[config.mk]
export PLATFORM = sky130hd
export DESIGN_NAME = writeback_buffer
export DESIGN_NICKNAME = d
export VERILOG_FILES = /design/src/rtl/writeback_buffer_pkg.sv /design/src/rtl/writeback_buffer_wb_fifo.sv /design/src/rtl/writeback_buffer.sv
export SDC_FILE = /design/constraint.sdc
export NUM_CORES = 1
export LEC_CHECK = 0
export ABC_CLOCK_PERIOD_IN_PS = 16700
export BUFFER_PORTS_ARGS = -buffer_cell sky130_fd_sc_hd__buf_2
export CORE_MARGIN = 2
export CORE_UTILIZATION = 40
export DETAILED_ROUTE_END_ITERATION = 12
export SYNTH_ARGS = -nofsm -noshare
export SYNTH_HDL_FRONTEND = slang
export SYNTH_HIERARCHICAL = 1
export SYNTH_SLANG_ARGS = --single-unit
[constraint.sdc]
create_clock -name clk -period 16.7 [get_ports clk]
set_input_delay 2.505 -clock clk [delete_from_list [all_inputs] [get_ports clk]]
set_output_delay 2.505 -clock clk [all_outputs]
set_load 0.01 [all_outputs]
[src/rtl/writeback_buffer_pkg.sv]
// Shared configuration for the writeback path: machine geometry and the
// writeback entry layout reused by the register-file write port.
package writeback_buffer_pkg;

   localparam int NUM_LANES     = 4;
   localparam int MACHINE_WIDTH = 32;
   localparam int REG_ADDR_W    = 5;
   localparam int WARP_ID_W     = 2;

   typedef struct packed {
      logic [NUM_LANES*MACHINE_WIDTH-1:0] data;
      logic [NUM_LANES-1:0]               mask;
      logic [REG_ADDR_W-1:0]              rd;
      logic [WARP_ID_W-1:0]               wid;
   } wb_entry_t;

   localparam int WB_ENTRY_W = $bits(wb_entry_t);

endpackage

[src/rtl/writeback_buffer_wb_fifo.sv]
// Generic flop-based FIFO: DEPTH x W storage, wrapping pointers, occupancy
// count and synchronous flush. Callers gate push/pop against full/empty.
module wb_fifo #(
   parameter int DEPTH = 4,
   parameter int W     = 8
) (
   input  logic                       clk,
   input  logic                       reset,
   input  logic                       flush,
   input  logic                       push,
   input  logic                       pop,
   input  logic [W-1:0]               wdata,
   output logic [W-1:0]               rdata,
   output logic [$clog2(DEPTH):0]     count
);
   localparam int PW = $clog2(DEPTH);
   localparam int CW = PW + 1;

   logic [W-1:0]  mem_r [DEPTH];
   logic [PW-1:0] wr_ptr_r;
   logic [PW-1:0] rd_ptr_r;
   logic [CW-1:0] count_r;

   // Storage, pointers and occupancy; flush discards contents without clearing data.
   always_ff @(posedge clk or posedge reset) begin
      if (reset) begin
         wr_ptr_r <= {PW{1'b0}};
         rd_ptr_r <= {PW{1'b0}};
         count_r  <= {CW{1'b0}};
         for (int i = 0; i < DEPTH; i++) begin
            mem_r[i] <= {W{1'b0}};
         end
      end else if (flush) begin
         wr_ptr_r <= {PW{1'b0}};
         rd_ptr_r <= {PW{1'b0}};
         count_r  <= {CW{1'b0}};
      end else begin
         if (push) begin
            mem_r[wr_ptr_r] <= wdata;
            wr_ptr_r        <= wr_ptr_r + PW'(1);
         end
         if (pop) begin
            rd_ptr_r <= rd_ptr_r + PW'(1);
         end
         case ({push, pop})
            2'b10:   count_r <= count_r + CW'(1);
            2'b01:   count_r <= count_r - CW'(1);
            default: count_r <= count_r;
         endcase
      end
   end

   assign rdata = mem_r[rd_ptr_r];
   assign count = count_r;

endmodule

[src/rtl/writeback_buffer.sv]
// Writeback buffer between the execute stage and the register-file write port:
// filters zero-mask results, gates the handshakes and packs entries into wb_fifo.
module writeback_buffer
   import writeback_buffer_pkg::*;
#(
   parameter int LANES = NUM_LANES,
   parameter int WIDTH = MACHINE_WIDTH,
   parameter int DEPTH = 4,
   parameter int RD_W  = REG_ADDR_W,
   parameter int WID_W = WARP_ID_W
) (
   input  logic                     clk,
   input  logic                     reset,
   input  logic                     flush,
   input  logic                     in_valid,
   output logic                     in_ready,
   input  logic [LANES*WIDTH-1:0]   in_data,
   input  logic [LANES-1:0]         in_mask,
   input  logic [RD_W-1:0]          in_rd,
   input  logic [WID_W-1:0]         in_wid,
   output logic                     out_valid,
   input  logic                     out_ready,
   output logic [LANES*WIDTH-1:0]   out_data,
   output logic [LANES-1:0]         out_mask,
   output logic [RD_W-1:0]          out_rd,
   output logic [WID_W-1:0]         out_wid,
   output logic [$clog2(DEPTH):0]   count
);
   localparam int CW = $clog2(DEPTH) + 1;

   typedef struct packed {
      logic [LANES*WIDTH-1:0] data;
      logic [LANES-1:0]       mask;
      logic [RD_W-1:0]        rd;
      logic [WID_W-1:0]       wid;
   } entry_t;

   entry_t wr_entry_s;
   entry_t rd_entry_s;
   logic   push_s;
   logic   pop_s;

   // Handshake readiness depends only on registered occupancy, never on out_ready.
   assign in_ready  = (count != CW'(DEPTH));
   assign out_valid = (count != {CW{1'b0}});

   // A zero-mask result completes its handshake but writes nothing, so it is dropped here.
   assign push_s = in_valid & in_ready & (|in_mask) & ~flush;
   assign pop_s  = out_valid & out_ready & ~flush;

   assign wr_entry_s = {in_data, in_mask, in_rd, in_wid};

   wb_fifo #(
      .DEPTH (DEPTH),
      .W     ($bits(entry_t))
   ) u_fifo (
      .clk   (clk),
      .reset (reset),
      .flush (flush),
      .push  (push_s),
      .pop   (pop_s),
      .wdata (wr_entry_s),
      .rdata (rd_entry_s),
      .count (count)
   );

   assign out_data = rd_entry_s.data;
   assign out_mask = rd_entry_s.mask;
   assign out_rd   = rd_entry_s.rd;
   assign out_wid  = rd_entry_s.wid;

endmodule

==> summary by stage <==
STA
Setup repair after global routing left no endpoint under its margin. The achievable clock frequency is 0.175 GHz. The total negative slack for setup checks is 0 ns.

The worst slew margin relative to its limit is 0.270. The time the worst path needs with I/O delays and setup is 5.72 ns. The count of endpoints failing hold in the final timing report is 0. The final setup skew is 0.0162 ns. At the pin with the least slew margin, the transition time is 1.09 ns. The final worst-path setup slack is 10.98 ns.

The final number of setup-violating endpoints is 0. The final clock period utilization by the worst path is 0.343. The number of pins with negative max-slew slack in the final report is 0.

Critical path
The critical path contains buffers and inverters numbering 2 combined. The required arrival time at the worst endpoint is 14.20 ns. The critical path is of the reg -> out type. The count of cells along the worst register-to-register path is 7. The startpoint of the worst-slack reg-to-reg timing path is u_fifo/count[0]. The critical path goes through buf_12 -> mux4_2 -> buf_2. In this run the critical register-to-register path is captured at u_fifo/mem_r[131]. The largest delay contributor family on the critical path is flip-flops. On the critical path, the stage with the largest delay is an instance of dfrtp_4. The worst setup path is launched from a flop.

Along the worst path, the maximum fanout reaches 104. The critical path capture point type is an output pin. STA puts the critical path data arrival time at 3.22 ns. The highest cell delay on the worst timing path is 0.97 ns. The setup check on the worst reg-to-reg path leaves a slack of 13.21 ns.

GRT
The largest net degree at the start of global routing is 186. After global routing the overflow that remains totals 0. The first global-routing pass estimated 89100 um of wire. The initial antenna violation count is 13. The via count of the first global-routing pass is 14800. For this run, the total global-route usage over all layers was measured as 0.170.

Die
The number of placement rows is 92. In this run the vertical extent of the chip is 258 um. Measured along the x axis, the die boundary spans 258 um. The starting utilization of the core area is 0.406. After floorplanning, the core was sized to cover 63300 sq um.

The die covers 66300 sq um. In this run the count of I/O pins placed on the die edge is between 200 and 300.

Route
Summing over every cut layer, the via total after detailed routing is 13200. The first detailed-routing pass took 4 iterations. The detail-routed net length per standard cell is 21.8 um.

Using the TritonRoute via totals, the vias-per-cell ratio works out to 5.15. The routed design has 55900 um of wire. After detailed routing, the number of remaining DRC violations is 0. The first routing iteration left ~590 violations.

In this run the remaining antenna-violating nets after routing total 0.

CTS
The root cell of the clock tree is clkbuf_16. The H-tree depth is 2. The number of sinks driven by the clock tree is about 560. After clock tree synthesis, the clock-pin slew on the worst setup and hold paths is 0.06 ns. The later pin in the worst-skew pair is clocked with a latency of 0.62 ns. TritonCTS built the clock tree.

The number of buffers inserted for hold repair after clock tree synthesis is 0. The maximum buffer depth of the clock tree is 3. After clock tree synthesis, the setup repair step added 0 buffers. Gates resized during post-CTS repair numbered 0. TritonCTS created 61 clock buffers.

Placed design
Routability-driven placement finished with a final weighted congestion of slightly above 0.7. The post-placement cell area is about 28000 sq um. Before CTS, the worst setup slack after placement is 10.58 ns. The number of buffer cells added on primary ports is roughly 290.

The HPWL reported at the end of detailed placement is about 32000 um. After detailed placement, the design holds a cell count of between 2000 and 2500.

Synth
The share of the yosys chip area belonging to registers is 0.548. For this run, the number of Yosys warnings is 6. Yosys mapped the design onto 29 distinct sky130hd cell types. The number of cells produced by synthesis is 1392. The post-synthesis sequential element count is 563. Each instance of the synthesized netlist takes up on average 18.5 sq um.

The post-synthesis net count is 1541. The post-synth design cell area is 25700 sq um.

Power
The share of total power consumed by net switching is 0.256. The proportion of power drawn by the clock network is 0.335. The total power is 0.00405 W. The cell-internal power is approximately 0.003 W. Of the total power, registers draw 0.442. The combinational share of power is 0.223. The cell area power density is approximately 140 nW/um^2. For this design the total switching power over the nets is 0.00104 W. The worst-case IR drop observed on VDD is 73.9 uV. The leakage dissipation is about 15 nW.

Final layout
The library cell used most frequently in the layout, excluding fill and tap cells, is dfrtp_1. In the layout the commonest cells are 561 x dfrtp_1, 308 x mux2_4, 287 x buf_2, 139 x mux4_2, 132 x mux2_2. Excluding fillers, the count of instances in the completed layout stands at approximately 2600. The number of nets in the final layout is 1812. Of the cells placed in the final design, the portion with a size suffix greater than 1 is 0.578.

The layout has 5479 filler cells. The synthesis-to-layout area growth is 15.4%. After routing the design area is 29700 sq um.

Outcome
The flow ran to the end, and the final reports show no timing, DRC or antenna violations.

Flow run
The count of max-cap constraint violations is 0.

Hold path
Along the worst hold path, the cell count comes to 1. The worst hold path belongs to the class reg -> reg. The worst hold path terminates at u_fifo/mem_r[82]. The startpoint identified for the worst hold timing path is u_fifo/mem_r[82].
[area by class of cell]
| type | count | area, sq um | share of cell area |
|---|---|---|---|
| clock buffer | 86 | 1750 | 0.0590 |
| multi-input combinational | 731 | 10900 | 0.367 |
| antenna | 4 | 10.0 | 0.000337 |
| clock inverter | 24 | 268 | 0.00902 |
| timing repair buffer | 302 | 1590 | 0.0535 |
| inverter | 4 | 18.8 | 0.000633 |
| sequential | 563 | 14100 | 0.475 |
| tap | 846 | 1060 | 0.0357 |
[Yosys cell counts, drive strengths merged]
| library cell | number | area (sq um) |
|---|---|---|
| and3b | 2 | 17.5 |
| fa | 1 | 20.0 |
| nor4 | 1 | 6.26 |
| xnor2 | 3 | 26.3 |
| and2b | 1 | 8.76 |
| nand2 | 6 | 32.5 |
| mux2 | 556 | 7420 |
| buf | 90 | 776 |
| mux2i | 2 | 20.0 |
| nor2b | 1 | 6.26 |
| nor2 | 7 | 26.3 |
| a2111oi | 1 | 8.76 |
| xor2 | 2 | 17.5 |
| inv | 4 | 15.0 |
| or3 | 1 | 11.3 |
| nor3 | 1 | 5.00 |
| o21ai | 1 | 5.00 |
| clkbuf | 4 | 16.3 |
| dfrtp | 563 | 14100 |
| ha | 4 | 50.1 |
| nor3b | 2 | 15.0 |
| mux4 | 139 | 3130 |
[flip-flops by register name, summed over array words and instances, names as in the netlist]
| signal | cells |
|---|---|
| u_fifo/mem_r | 556 |
| u_fifo/count | 3 |
| u_fifo/rd_ptr_r | 2 |
| u_fifo/wr_ptr_r | 2 |
[kinds of logic after synthesis]
family / synth area share
muxes: 0.411
DFF: 0.548
buffers and inverters: 0.0314
and+or+nand+nor: 0.00501
xor gates and xnor gates: 0.00170
adders and majority gates: 0.00272
AOI/OAI and AO/OA: 0.000535
[metal layers]
layer | track usage | wire length [um] | part of all wire | vias to the layer above
met5 | 0 | 120 | 0.0021 | -
met4 | 0.0477 | 1290 | 0.023 | 18
met3 | 0.0421 | 2970 | 0.053 | 100
met2 | 0.273 | 26700 | 0.48 | 236
met1 | 0.231 | 24800 | 0.44 | 7117
li1 | - | - | - | 5718
[power groups by stage]
stage | clock [W] | sequential [W] | combinational, W
finish | 0.00136 | 0.00179 | 0.000903
detailed placement | 0 | 0.00181 | 0.000916
CTS | 0.00140 | 0.00179 | 0.000919
global route | 0.00146 | 0.00182 | 0.000969
floorplan | 0 | 0.00176 | 0.000672
global placement | 0 | 0.00179 | 0.000900
[per-stage QoR]
| stage | utilization | hold slack, ns |
|---|---|---|
| final | 0.469 | 0.487 |
| after global routing | 0.469 | 0.500 |
| after CTS | 0.468 | 0.489 |
| after detailed placement | 0.437 | 0.476 |
| after global placement | 0.437 | 0.468 |
| after floorplan | - | 0.459 |
[how the worst max path moves through the flow]
stage                       start           endpoint  slack [ns]  depth (start not counted)
2_1_floorplan               reset    u_fifo/count[0]        6.53                          1
3_3_place_gp           in_mask[1]  u_fifo/mem_r[131]       10.65                          8
3_5_place_dp           in_mask[1]  u_fifo/mem_r[131]       10.58                          8
4_1_cts        u_fifo/rd_ptr_r[1]       out_data[60]       10.79                          3
5_1_grt        u_fifo/rd_ptr_r[1]       out_data[60]       10.74                          3
6_report       u_fifo/rd_ptr_r[1]       out_data[76]       10.98                          3
No activity file was read; power rests on OpenSTA's default activity.
